File: src/rtl/sdio_pkg.sv
// Shared SDIO CMD-line definitions: frame geometry, CRC7 polynomial and receiver states.
// Used by both the CMD receiver and the CMD transmitter.
package sdio_pkg;

  localparam int         FRAME_BITS   = 48;
  localparam logic [6:0] CRC7_POLY    = 7'h09;

  // Bit counter values: counter 0..39 covers the CRC-protected bits 47..8
  localparam int         CNT_W        = 6;
  localparam logic [5:0] CRC_LAST_CNT = 6'd39;
  localparam logic [5:0] END_CNT      = 6'(FRAME_BITS - 1);

  localparam int DIR_POS = 46;
  localparam int IDX_HI  = 45;
  localparam int IDX_LO  = 40;
  localparam int ARG_HI  = 39;
  localparam int ARG_LO  = 8;
  localparam int CRC_HI  = 7;
  localparam int CRC_LO  = 1;
  localparam int END_POS = 0;

  typedef enum logic {
    IDLE,
    RECV
  } rx_state_t;

  function automatic logic [6:0] crc7_step(input logic [6:0] crc, input logic b);
    logic fb;
    fb = crc[6] ^ b;
    return {crc[5:0], 1'b0} ^ (fb ? CRC7_POLY : 7'h00);
  endfunction

endpackage

File: src/rtl/sdio_crc7_serial.sv
// Bit-serial CRC7 LFSR (x^7+x^3+1). Clearing while shifting seeds the register
// with the first bit, so a frame's start bit can be absorbed on the same edge.
module sdio_crc7_serial
  import sdio_pkg::*;
(
  input  logic       i_clk,
  input  logic       i_rst,
  input  logic       i_clr,
  input  logic       i_shift_en,
  input  logic       i_bit_in,
  output logic [6:0] o_crc
);

  logic [6:0] r_crc;

  always_ff @(posedge i_clk) begin
    if (i_rst) begin
      r_crc <= 7'd0;
    end else if (i_clr) begin
      r_crc <= i_shift_en ? crc7_step(7'd0, i_bit_in) : 7'd0;
    end else if (i_shift_en) begin
      r_crc <= crc7_step(r_crc, i_bit_in);
    end
  end

  assign o_crc = r_crc;

endmodule

File: src/rtl/sdio_cmd_rx.sv
// SDIO CMD-line receiver: deserialises 48-bit host frames, checks CRC7 and delivers
// them over valid/ready. Define SDIO_CMD_RX_STATS_EN to add good/CRC-error frame counters.
module sdio_cmd_rx
  import sdio_pkg::*;
(
  input  logic        i_clk,
  input  logic        i_rst,
  input  logic        i_enable,
  input  logic        i_bit_stb,
  input  logic        i_cmd_in,
  output logic        o_cmd_valid,
  input  logic        i_cmd_ready,
  output logic [5:0]  o_cmd_index,
  output logic [31:0] o_cmd_arg,
  output logic        o_crc_err,
  output logic        o_end_err,
  output logic        o_dir_err,
  output logic        o_overrun
`ifdef SDIO_CMD_RX_STATS_EN
  ,
  output logic [15:0] o_good_cnt,
  output logic [15:0] o_crc_err_cnt
`endif
);

  rx_state_t  r_state, w_next_state;
  logic [CNT_W-1:0] r_bit_cnt;
  // Holds frame bits 46..0; the start bit (47) is always 0 and is not stored
  logic [FRAME_BITS-2:0] r_shift;
  logic       r_done;
  logic       w_start, w_shift, w_end, w_crc_clr, w_crc_shift;
  logic [6:0] w_crc;
  logic       w_load, w_crc_bad;

  sdio_crc7_serial u_crc (
    .i_clk      (i_clk),
    .i_rst      (i_rst),
    .i_clr      (w_crc_clr),
    .i_shift_en (w_crc_shift),
    .i_bit_in   (i_cmd_in),
    .o_crc      (w_crc)
  );

  always_ff @(posedge i_clk) begin
    if (i_rst) r_state <= IDLE;
    else       r_state <= w_next_state;
  end

  always_comb begin
    w_next_state = r_state;
    w_start      = 1'b0;
    w_shift      = 1'b0;
    w_end        = 1'b0;
    w_crc_clr    = 1'b0;
    w_crc_shift  = 1'b0;
    case (r_state)
      IDLE: begin
        if (i_bit_stb && !i_cmd_in && i_enable) begin
          w_next_state = RECV;
          w_start      = 1'b1;
          w_crc_clr    = 1'b1;
          w_crc_shift  = 1'b1;
        end
      end
      RECV: begin
        if (!i_enable) begin
          w_next_state = IDLE;
        end else if (i_bit_stb) begin
          w_shift     = 1'b1;
          w_crc_shift = (r_bit_cnt <= CRC_LAST_CNT);
          if (r_bit_cnt == END_CNT) begin
            w_end        = 1'b1;
            w_next_state = IDLE;
          end
        end
      end
      default: w_next_state = IDLE;
    endcase
  end

  always_ff @(posedge i_clk) begin
    if (i_rst) begin
      r_bit_cnt <= '0;
      r_shift   <= '0;
      r_done    <= 1'b0;
    end else begin
      r_done <= w_end;
      if (w_start) begin
        r_bit_cnt <= 6'd1;
      end else if (w_shift) begin
        r_bit_cnt <= r_bit_cnt + 6'd1;
        r_shift   <= {r_shift[FRAME_BITS-3:0], i_cmd_in};
      end
    end
  end

  // A completed frame is taken unless the previous one is still waiting unaccepted
  assign w_load    = r_done && (!o_cmd_valid || i_cmd_ready);
  assign w_crc_bad = (r_shift[CRC_HI:CRC_LO] != w_crc);

  always_ff @(posedge i_clk) begin
    if (i_rst) begin
      o_cmd_valid <= 1'b0;
      o_cmd_index <= '0;
      o_cmd_arg   <= '0;
      o_crc_err   <= 1'b0;
      o_end_err   <= 1'b0;
      o_dir_err   <= 1'b0;
      o_overrun   <= 1'b0;
    end else begin
      if (w_load) begin
        o_cmd_valid <= 1'b1;
        o_cmd_index <= r_shift[IDX_HI:IDX_LO];
        o_cmd_arg   <= r_shift[ARG_HI:ARG_LO];
        o_crc_err   <= w_crc_bad;
        o_end_err   <= !r_shift[END_POS];
        o_dir_err   <= !r_shift[DIR_POS];
      end else if (o_cmd_valid && i_cmd_ready) begin
        o_cmd_valid <= 1'b0;
      end
      if (r_done && o_cmd_valid && !i_cmd_ready) o_overrun <= 1'b1;
    end
  end

`ifdef SDIO_CMD_RX_STATS_EN
  always_ff @(posedge i_clk) begin
    if (i_rst) begin
      o_good_cnt    <= '0;
      o_crc_err_cnt <= '0;
    end else if (w_load) begin
      if (w_crc_bad) begin
        if (o_crc_err_cnt != 16'hFFFF) o_crc_err_cnt <= o_crc_err_cnt + 16'd1;
      end else begin
        if (o_good_cnt != 16'hFFFF) o_good_cnt <= o_good_cnt + 16'd1;
      end
    end
  end
`endif

endmodule

File: config.mk
export PLATFORM = sky130hd
export DESIGN_NAME = sdio_cmd_rx
export DESIGN_NICKNAME = d
export VERILOG_FILES = /design/src/rtl/sdio_pkg.sv /design/src/rtl/sdio_crc7_serial.sv /design/src/rtl/sdio_cmd_rx.sv
export SDC_FILE = /design/constraint.sdc
export NUM_CORES = 1
export LEC_CHECK = 0
export CAP_MARGIN = 20
export CORE_UTILIZATION = 25
export DETAILED_ROUTE_END_ITERATION = 6
export HOLD_SLACK_MARGIN = 0.08
export PLACE_DENSITY = 0.44
export SLEW_MARGIN = 25
export SYNTH_ARGS = -nofsm -noshare
export SYNTH_HDL_FRONTEND = slang
export SYNTH_SLANG_ARGS = --single-unit
File: constraint.sdc
create_clock -name i_clk -period 1.3 [get_ports i_clk]
set_input_delay 0.13 -clock i_clk [delete_from_list [all_inputs] [get_ports i_clk]]
set_output_delay 0.13 -clock i_clk [all_outputs]
set_load 0.05 [all_outputs]
==> results.md, run 1 <==
- Outcome: complete, no violations
- Vias in the first global route: 3233
- Post-synthesis cell count: 479
- Commonest non-fill, non-tap cell in the layout: a21oi_1
- PortBufs: 48
- Fmax: 824 MHz
- Chip Height: 127 um
- Flops & latches, synth: 105
- Max_slew headroom: 70.6%
- Crit Path Max Fanout: 11
- Largest net degree at the start of global routing: 64
- CP endpoint: o_crc_err
- CP peak stage delay: 410 ps
- Crit path from: r_done
- Worst Path Arrival: 1440 ps
- Power density over the cells: 1080 nW/um^2
- Tmin final: 1210 ps
- Fin nets: 532
- Total congestion overflow: 0
- Worst Setup End Kind: flop
- Peak supply drop: 0.572 mV
- YS warnings: 0
- DR vias: 3386
- GPL Wtd Cong: 0.758
- CP Cell Sequence: inv_2, nor4_1, a311oi_1
- Synth unique cells: 31
- Fillers: 1556
- Clock slew at reported path FFs: 70 ps
- Final Cell Area: 5600 um^2
- Residual DRC: 0
- Worst reg-to-reg path cell count: 3
- Sequential-to-total area share from yosys stat: 53.7%
- R2r endpoint: o_crc_err
- Post-Syn Area: 3920 um^2
- Core footprint: 15300 um^2
- Area after DPL: 5290 um^2
- Area delta synth->final: 43.0%
- Initial core utilization: 25.7%
- Post-cts hold buffer count: 0
- Crit Path Class: flop to flop
- Rows: 45
- Worst r2r src: r_done
- Final Hold Vio Count: 0
- Root buf cell: clkbuf_16
- Vias per cell: 4.57
- Die area: 16200 um^2
- Clk buf depth: 2
- Total wire length: 9300 um
- Layout cells sized above 1: 18.7%
- Syn Nets: 486
- Levels on crit path: 3
- RSZ-0062 raised after global routing: no
- Initial antenna violation count: 0
- Overall Global Routing Usage: 12.4%
- Worst slew pin tran: 438 ps
- ANT cells: 0
- Post-detail-place hpwl: 6350 um
- Buf/Inv on CP: 1
- Antenna viol nets, final: 0
- WHS Path Cells: 2
- Number of H-tree levels: 3
- Critical Path RT: 1520 ps
- Post-Syn Area per Cell: 8.18 um^2
- CTS buffer count: 9
- Drt wl/cell: 12.6 um
- Most frequent cells in the layout: 102 x a21oi_1, 100 x dfxtp_1, 98 x nand2_1
- Drt pass-1 iters: 4
- TritonCTS clock tree: built
- R2R Setup Slk: 90 ps
- Worst Setup Start Kind: flop
- # setup viols final: 0
- I/O pins: 49
- Tcrit/Tclk final: 93.3%
- P_leak: 1.85 nW
- Setup clock skew after layout: 6.23 ps
- Total Power: 6.05 mW
- TritonCTS Sinks: 105
- Top Family by Delay on Critical Path: flip-flops
- Max cap viols: 0
- First-pass GRT wire length: 15900 um
- Max-slew violation count: 0
- First DRT Iteration DRCs: 254
- Min-delay worst type: input port to flop
- Die width: 127 um
- CP max stage cell: dfxtp_1
- Clock Latency Late Sink: 350 ps
## per-stage QoR
step	utilization, %	setup slack [ps]	setup TNS (ps)	hold WS (ps)	instances
6_report	36.7	86.8	0	157	741
5_1_grt	36.7	15.4	0	170	741
2_1_floorplan	-	-74.4	-2920	266	479
3_3_place_gp	34.6	-181	-10770	443	725
4_1_cts	36.5	17.9	0	140	741
3_5_place_dp	34.6	-204	-13050	449	725
## power by group
group / internal [mW] / leakage, nW / switching, mW / total (mW)
Clock: 1.54 / 0.144 / 1.15 / 2.69
Sequential: 3.22 / 0.848 / 0.00457 / 3.22
Combinational: 0.0469 / 0.860 / 0.0879 / 0.135
## flip-flops by register name, summed over array words and instances, names as in the netlist, 6 cells and up
signal,count
r_bit_cnt,6
o_cmd_index,6
u_crc.o_crc,7
o_cmd_arg,32
r_shift,47
## worst register-to-register path, cell delays in order, from the launching register on
cell	delay [ps]
dfxtp_1	410
inv_2	140
nor4_1	400
a311oi_1	140
## how the worst min path moves through the flow
| stage | start | end |
|---|---|---|
| floorplan | i_cmd_in | r_shift[0] |
| global placement | r_shift[46] | o_dir_err |
| detailed placement | r_shift[46] | o_dir_err |
| CTS | i_rst | u_crc.o_crc[1] |
| global route | i_rst | u_crc.o_crc[2] |
| finish | i_rst | u_crc.o_crc[1] |
## timing repair
item	CTS	global route
endpoints found under the setup margin	0	22
gates resized for setup	0	9
buffers inserted	0	0
## cells in the mapped netlist
cell type    n  area [um^2]
dfxtp_1    105         2100
a21oi_1    102          510
nand2_1     98          368
nand3_1     46          230
o21ai_1     42          210
clkbuf_1    34          128
xor2_1       8         70.1
buf_2        7         35.0
o211ai_1     6         45.0
nor4_1       3         18.8
or3_1        3         18.8
xnor2_1      3         26.3
a311oi_1     2         17.5
nand2b_1     2         12.5
nor2_1       2         7.51
and3_1       1         6.26
buf_1        1         3.75
clkinv_1     1         3.75
ha_1         1         12.5
inv_1        1         3.75
inv_2        1         3.75
nand3_2      1         10.0
nand4_1      1         6.26
nand4bb_1    1         11.3
nor2b_1      1         6.26
o2111ai_1    1         8.76
o21a_1       1         7.51
o311ai_1     1         8.76
o31ai_1      1         7.51
o41ai_1      1         8.76
or4_1        1         7.51
## kinds of logic (layout without fill, tap and decap cells)
group / after synthesis / after routing / share of synthesized area (%)
XOR/XNOR: 11 / 11 / 2.46
AND/OR/NAND/NOR: 160 / 160 / 18.0
adder cells (fa/ha/maj): 1 / 1 / 0.319
flip-flops: 105 / 105 / 53.7
buffers and inverters: 45 / 96 / 4.54
AO/OA/AOI/OAI: 157 / 157 / 21.1
## area by class of cell
class | count | area (um^2) | share of cell area (%)
clock buffers | 13 | 250 | 4.47
clock inverters | 3 | 40.0 | 0.715
inverters | 3 | 11.3 | 0.201
multi-input cells | 329 | 1660 | 29.7
flip-flops and latches | 105 | 2110 | 37.6
well taps | 211 | 264 | 4.71
repair buffers | 77 | 1260 | 22.6
## per-layer routing
layer | track usage (%) | wire, um | vias to the layer above
met3 | 3.39 | 343 | 11
met2 | 18.7 | 4160 | 48
li1 | - | - | 1745
met4 | 5.25 | 160 | 0
met1 | 16.6 | 4640 | 1582
met5 | 0 | 0 | -
(Power assumes the default switching activity.)
==> inputs of run 2 (changes only) <==
--- a/config.mk
+++ b/config.mk
@@ -5,6 +5,7 @@
 export SDC_FILE = /design/constraint.sdc
 export NUM_CORES = 1
 export LEC_CHECK = 0
+export ABC_AREA = 1
 export CAP_MARGIN = 20
 export CORE_UTILIZATION = 25
 export DETAILED_ROUTE_END_ITERATION = 6
==> run 2 against run 1 <==
Against the previous run: power fell by 1.8%; via count fell by 7.4%; synthesized area fell by 0.42%; sequential power barely moved; clock power fell by 7.4%; critical endpoint is now r_bit_cnt[4].
==> results.md, run 2 <==
- Largest net degree at the start of global routing: 56 (-13%)
- Ys async rst share: 0% (unchanged)
- Worst Setup End Kind: flop
- Synth unique cells: 23 (-26%)
- Area delta synth->final: 37.1%
- CP most frequent cell: nand2_1
- Global Route met3 Usage: 2.53% (-0.86 points)
- Setup TNS: 0 ps (unchanged)
- P_leak: 1.96 nW (+6.0%)
- Clk buf depth: 2 (unchanged)
- Final Cell Area: 5350 um^2 (-4.5%)
- Crit Path Max Fanout: 4 (-7)
- YS warnings: 0 (unchanged)
- Fmax: 846 MHz (+2.6%)
- Internal: 4.66 mW (-3.2%)
- Tcrit/Tclk final: 90.9% (-2.4 points)
- Most frequent cells in the layout: 103 x dfxtp_1, 86 x a21oi_1, 77 x nand2_1, 77 x o21ai_0, 51 x inv_1
- Max-slew violation count: 0 (unchanged)
- Die area: 16100 um^2 (-0.41%)
- Max FFs per register: 47 (unchanged)
- Root buf cell: clkbuf_16
- Setup clock skew after layout: 5.72 ps (-0.510 ps)
- GPL Wtd Cong: 0.725 (-4.4%)
- CP Cell Sequence: ha_1, inv_1, nor3_1, nand2_1, nand2_1, nor2_1
- Area after DPL: 5070 um^2 (-4.1%)
- Worst slew pin tran: 249 ps (-189 ps)
- Min-delay worst type: input port to flop
- Flops & latches, synth: 105 (unchanged)
- Clock Power Share: 42.0% (-2.5 points)
- Pre-CTS setup slack: -184 ps (+20.0 ps)
- Max_slew headroom: 83.3% (+13 points)
- P_sw: 1.28 mW (+3.5%)
- Setup slack after layout: 118 ps (+31.0 ps)
- ANT cells: 0 (unchanged)
- First-pass GRT wire length: 13800 um (-14%)
- Sequential Power Share: 54.7% (+1.4 points)
- Placed Cells: 716 (-1.2%)
- Finished Layout Cells: 731 (-1.3%)
- Critical Path RT: 1540 ps (+20 ps)
- Commonest non-fill, non-tap cell in the layout: dfxtp_1
- Drt pass-1 iters: 4 (unchanged)
- Tmin final: 1180 ps (-31.0 ps)
- Total Power: 5.94 mW (-1.8%)
- First DRT Iteration DRCs: 187 (-26%)
- Post-Syn Area per Cell: 7.91 um^2 (-3.2%)
- Area share of the largest cell type after synthesis: 53.9% (+0.22 points)
- Outcome: complete, no violations
- Post-synth EDFFs: 0 (unchanged)
- Clock Latency Late Sink: 340 ps (about the same)
- CTS buffer count: 9 (unchanged)
- CP peak stage delay: 380 ps (-30 ps)
- Rows: 45 (unchanged)
- Top Family by Delay on Critical Path: simple AND/OR/NAND/NOR gates
- CP max stage cell: dfxtp_1
- Syn Nets: 500 (+2.9%)
- # setup viols final: 0 (unchanged)
- Max cap viols: 0 (unchanged)
- Top FF cell, synth: dfxtp_1
- Worst Setup Start Kind: flop
- Final Hold Vio Count: 0 (unchanged)
- Area leader, netlist: dfxtp_1
- Crit Path Class: flop to flop
- Layout cells sized above 1: 15.8% (-2.8 points)
- TritonCTS clock tree: built
- Ranking of synthesized cells by area: dfxtp_1 54%, a21oi_1 11%, o21ai_0 10%, nand2_1 7.4%, inv_1 4.9%
- Peak supply drop: 0.726 mV (+27%)
- Most Crowded Layer GR: met2
- Residual DRC: 0 (unchanged)
- Total wire length: 7970 um (-14%)
- Die width: 127 um (-0.20%)
- Top-count cell post-synth: dfxtp_1
- Worst hold slack: 441 ps (+284 ps)
- Post-Syn Area: 3900 um^2 (-0.42%)
- Synth top cells by count: 105 x dfxtp_1, 86 x a21oi_1, 78 x o21ai_0, 77 x nand2_1, 51 x inv_1
- Initial core utilization: 25.7% (about the same)
- Logic pwr share: 3.3% (+1.1 points)
- Post-detail-place hpwl: 5600 um (-12%)
- Drt wl/cell: 10.9 um (-13%)
- Fin nets: 546 (+2.6%)
- Clock slew at reported path FFs: 70 ps (about the same)
- Chip Height: 127 um (-0.20%)
- Overall Global Routing Usage: 10.5% (-1.9 points)
- I/O pins: 49 (unchanged)
- DR vias: 3137 (-7.4%)
- Number of H-tree levels: 3 (unchanged)
- Switching Fraction: 21.6% (+1.1 points)
- Worst Path Arrival: 1420 ps (-20 ps)
- RSZ-0062 raised after global routing: no
- Final Core Density: 35.2% (-1.5 points)
- Power density over the cells: 1110 nW/um^2 (+2.9%)
- Initial antenna violation count: 0 (unchanged)
- Met1 Usage GRT: 13.4% (-3.3 points)
- Vias in the first global route: 2975 (-8.0%)
- TritonCTS Sinks: 105 (unchanged)
- Antenna viol nets, final: 0 (unchanged)
- Buf/Inv on CP: 1 (unchanged)
- Core footprint: 15200 um^2 (-0.37%)
- Largest register by flop count: r_shift
- PortBufs: 48 (unchanged)
- M2 GR Usage: 17.2% (-1.6 points)
- Post-synthesis cell count: 493 (+2.9%)
- Vias per cell: 4.29 (-6.1%)
- Fillers: 1557 (+0.064%)
- Total congestion overflow: 0 (unchanged)
- Sequential-to-total area share from yosys stat: 53.9% (+0.22 points)
- Post-cts hold buffer count: 0 (unchanged)
==> run 2: changes by cell type in the layout (fill, tap and decap cells not counted), moves of 5 or more <==
cell      previous run  this run
o211ai_1             6         0
inv_1                1        51
nand3_1             44        12
nor2_1               2        38
buf_4               17        10
o21ai_1             42         1
buf_12              54        49
nand2_1             98        77
xor2_1               8         0
o21ai_0              0        77
a21oi_1            102        86
==> run 2: layout make-up <==
type	instances	area, um^2	share of cell area [%]
Sequential cell	105	2100	39.4
Tap cell	188	235	4.40
Timing Repair Buffer	64	1110	20.7
Inverter	54	203	3.79
Clock buffer	11	243	4.54
Clock inverter	4	28.8	0.538
Multi-Input combinational cell	305	1430	26.7
==> run 2: worst reg2reg max path: cells and delay by family, from the launching register on <==
family,cells,cell delay [ps]
flops,1,380
simple gates,4,440
buf+inv,1,60
fa+ha+maj,1,200
==> run 2: routing by layer <==
metal / wire length, um / vias to the layer above
li1: - / 1701
met1: 3930 / 1391
met2: 3710 / 36
met3: 225 / 9
met4: 106 / 0
met5: 0 / -
==> run 2: kinds of logic (layout without fill, tap and decap cells) <==
kind of cell | after synthesis | count (layout) | share of synthesized area [%]
AOI/OAI and AO/OA | 166 | 166 | 21.3
and+or+nand+nor | 138 | 138 | 14.7
DFF | 105 | 105 | 53.9
buffers and inverters | 83 | 133 | 9.72
adders and majority gates | 1 | 1 | 0.321
==> run 2: repair_timing <==
action / in CTS / in global routing
setup buffers: 0 / 0
gates resized for setup: 0 / 4
endpoints found under the setup margin: 0 / 14
==> run 2: power by group through the flow <==
| stage | logic, mW | registers [mW] | clock network [mW] |
|---|---|---|---|
| finish | 0.195 | 3.25 | 2.49 |
| global route | 0.222 | 3.25 | 2.71 |
| CTS | 0.197 | 3.25 | 2.60 |
| detailed placement | 0.196 | 3.32 | 0 |
| global placement | 0.193 | 3.32 | 0 |
| floorplan | 0.126 | 3.32 | 0 |
==> run 2: worst paths after layout <==
| kind | startpoint | end | slack, ps | cells after the start |
|---|---|---|---|---|
| setup / recovery | r_bit_cnt[0] | r_bit_cnt[4] | 120 | 6 |
| hold / removal | i_cmd_ready | o_overrun | 440 | 4 |
| setup reg to reg | r_bit_cnt[0] | r_bit_cnt[4] | 120 | 6 |
| hold reg to reg | r_shift[46] | o_dir_err | 460 | 1 |
==> inputs of run 3 (changes only) <==
--- a/config.mk
+++ b/config.mk
@@ -7,11 +7,13 @@
 export LEC_CHECK = 0
 export ABC_AREA = 1
 export CAP_MARGIN = 20
-export CORE_UTILIZATION = 25
+export CORE_UTILIZATION = 49
 export DETAILED_ROUTE_END_ITERATION = 6
 export HOLD_SLACK_MARGIN = 0.08
-export PLACE_DENSITY = 0.44
+export PLACE_DENSITY = 0.75
+export SKIP_LAST_GASP = 1
 export SLEW_MARGIN = 25
 export SYNTH_ARGS = -nofsm -noshare
 export SYNTH_HDL_FRONTEND = slang
 export SYNTH_SLANG_ARGS = --single-unit
+export TNS_END_PERCENT = 10
==> run 3 against run 2 <==
Against the previous run: clock power decreased by 29%; via count increased by 3.5%; sequential share of layout area increased by 1.8 points; design area decreased by 4.3%; hold slack got worse by 8.6 ps; count of clock-buffer cells in the layout unchanged; global-route usage increased by 8.7 points; highest routed layer unchanged; setup slack got worse by 27 ps.
==> results.md, run 3 (synthesis gave the netlist of run 2 again) <==
- Buf/Inv on CP: 1 (unchanged)
- Crit Path Class: flop to flop
- Post_cts resized: 0 (unchanged)
- PortBufs: 48 (unchanged)
- Max-slew violation count: 0 (unchanged)
- I/O pins: 49 (unchanged)
- Switching Fraction: 22.4% (+0.76 points)
- Post-CTS Setup Bufs: 0 (unchanged)
- Die area: 8320 um^2 (-48%)
- Setup clock skew after layout: 8.10 ps (+2.38 ps)
- Clock Latency Late Sink: 360 ps (+20 ps)
- Worst slew pin tran: 242 ps (-7.04 ps)
- Max cap viols: 0 (unchanged)
- Overall Global Routing Usage: 19.2% (+8.7 points)
- Drt pass-1 iters: 4 (unchanged)
- GPL Wtd Cong: 0.782 (+7.8%)
- Final Core Density: 66.2% (+31 points)
- Rows: 32 (-29%)
- Vias per cell: 5.05 (+18%)
- Placed Cells: 628 (-12%)
- CTS buffer count: 9 (unchanged)
- Max_slew headroom: 83.7% (+0.43 points)
- Clock slew at reported path FFs: 90 ps (+20 ps)
- Number of H-tree levels: 3 (unchanged)
- Tmin final: 1210 ps (+27.2 ps)
- Clk buf depth: 2 (unchanged)
- DR vias: 3248 (+3.5%)
- Final Cell Area: 5120 um^2 (-4.3%)
- Drt wl/cell: 11.7 um (+6.9%)
- P_sw: 1.17 mW (-9.0%)
- Total congestion overflow: 0 (unchanged)
- First DRT Iteration DRCs: 145 (-22%)
- CP Cell Sequence: o21ai_1, nand2_2, inv_2, nand2_1, a21oi_1
- Outcome: complete, no violations
- Root buf cell: clkbuf_8
- Die width: 91.2 um (-28%)
- RSZ-0062 raised after global routing: yes
- Logic pwr share: 3.7% (+0.4 points)
- Min-delay worst type: input port to flop
- Fmax: 827 MHz (-2.2%)
- Worst Setup End Kind: flop
- Tcrit/Tclk final: 93.0% (+2.1 points)
- Vias in the first global route: 3017 (+1.4%)
- TritonCTS clock tree: built
- Setup TNS: 0 ps (unchanged)
- Total wire length: 7500 um (-5.9%)
- CP max stage cell: dfxtp_1
- Power density over the cells: 1020 nW/um^2 (-8.2%)
- Final Hold Vio Count: 0 (unchanged)
- Worst Path Arrival: 1500 ps (+80 ps)
- Initial core utilization: 50.5% (+25 points)
- Fin nets: 544 (-0.37%)
- Residual DRC: 0 (unchanged)
- Max FFs per register: 47 (unchanged)
- Area after DPL: 4930 um^2 (-2.7%)
- Clock Power Share: 34.1% (-7.9 points)
- P_leak: 1.90 nW (-3.2%)
- TritonCTS Sinks: 105 (unchanged)
- Post-cts hold buffer count: 0 (unchanged)
- Commonest non-fill, non-tap cell in the layout: dfxtp_1
- ANT cells: 0 (unchanged)
- Post-detail-place hpwl: 5140 um (-8.3%)
- Initial antenna violation count: 0 (unchanged)
- Largest register by flop count: r_shift
- Core footprint: 7730 um^2 (-49%)
- Layout cells sized above 1: 15.5% (-0.31 points)
- Antenna viol nets, final: 0 (unchanged)
- Critical Path RT: 1590 ps (+50 ps)
- Largest net degree at the start of global routing: 51 (-8.9%)
- Most frequent cells in the layout: 103 x dfxtp_1, 86 x a21oi_1, 77 x nand2_1, 77 x o21ai_0, 51 x inv_1
- Chip Height: 91.2 um (-28%)
- Internal: 4.05 mW (-13%)
- # setup viols final: 0 (unchanged)
- Sequential Power Share: 62.2% (+7.5 points)
- Top Family by Delay on Critical Path: compound AO/OA/AOI/OAI gates
- Worst hold slack: 432 ps (-8.58 ps)
- First-pass GRT wire length: 13000 um (-5.6%)
- CP peak stage delay: 380 ps (about the same)
- Crit Path Max Fanout: 8 (+4)
- Finished Layout Cells: 643 (-12%)
- Area delta synth->final: 31.2%
- Peak supply drop: 0.679 mV (-6.5%)
- Worst Setup Start Kind: flop
==> run 3: through the flow <==
step	setup slack [ps]	total power, mW
floorplan	77.5	3.45
global placement	-155	3.51
detailed placement	-213	3.51
CTS	26.1	5.26
global route	-7.03	5.40
finish	90.7	5.22
==> run 3: worst reg2reg max path, cell delays in order (launching register included) <==
cell	delay [ps]
dfxtp_1	380
o21ai_1	250
nand2_2	160
inv_2	140
nand2_1	60
a21oi_1	150
==> run 3: power by group through the flow <==
| stage | Clock [mW] | Sequential, mW | Combinational, mW |
|---|---|---|---|
| 2_1_floorplan | 0 | 3.32 | 0.126 |
| 3_3_place_gp | 0 | 3.32 | 0.186 |
| 3_5_place_dp | 0 | 3.32 | 0.191 |
| 4_1_cts | 1.82 | 3.25 | 0.192 |
| 5_1_grt | 1.93 | 3.25 | 0.219 |
| 6_report | 1.78 | 3.25 | 0.193 |
==> run 3: layout make-up <==
class / instances / area [um^2]
Fill cell: 604 / 2610
Sequential cell: 105 / 2100
Multi-Input combinational cell: 305 / 1430
Timing Repair Buffer: 62 / 1080
Inverter: 54 / 203
Clock buffer: 11 / 141
Tap cell: 102 / 128
Clock inverter: 4 / 28.8
==> run 3: per-layer routing <==
metal	track usage (%)	wire length, um	up-vias	part of all wire [%]
met5	0	0	-	0
met4	9.39	151	0	2.0
met3	2.93	207	13	2.8
met2	34.3	3780	65	50
met1	22.3	3360	1479	45
li1	-	-	1691	-
==> run 3: final timing paths <==
check                             startpoint              to  slack [ps]  cells after the start
worst max-delay path            r_bit_cnt[3]  u_crc.o_crc[6]          90                      5
worst min-delay path             i_cmd_ready       o_overrun         430                      4
worst max register to register  r_bit_cnt[3]  u_crc.o_crc[6]          90                      5
worst min register to register   r_shift[46]       o_dir_err         440                      1
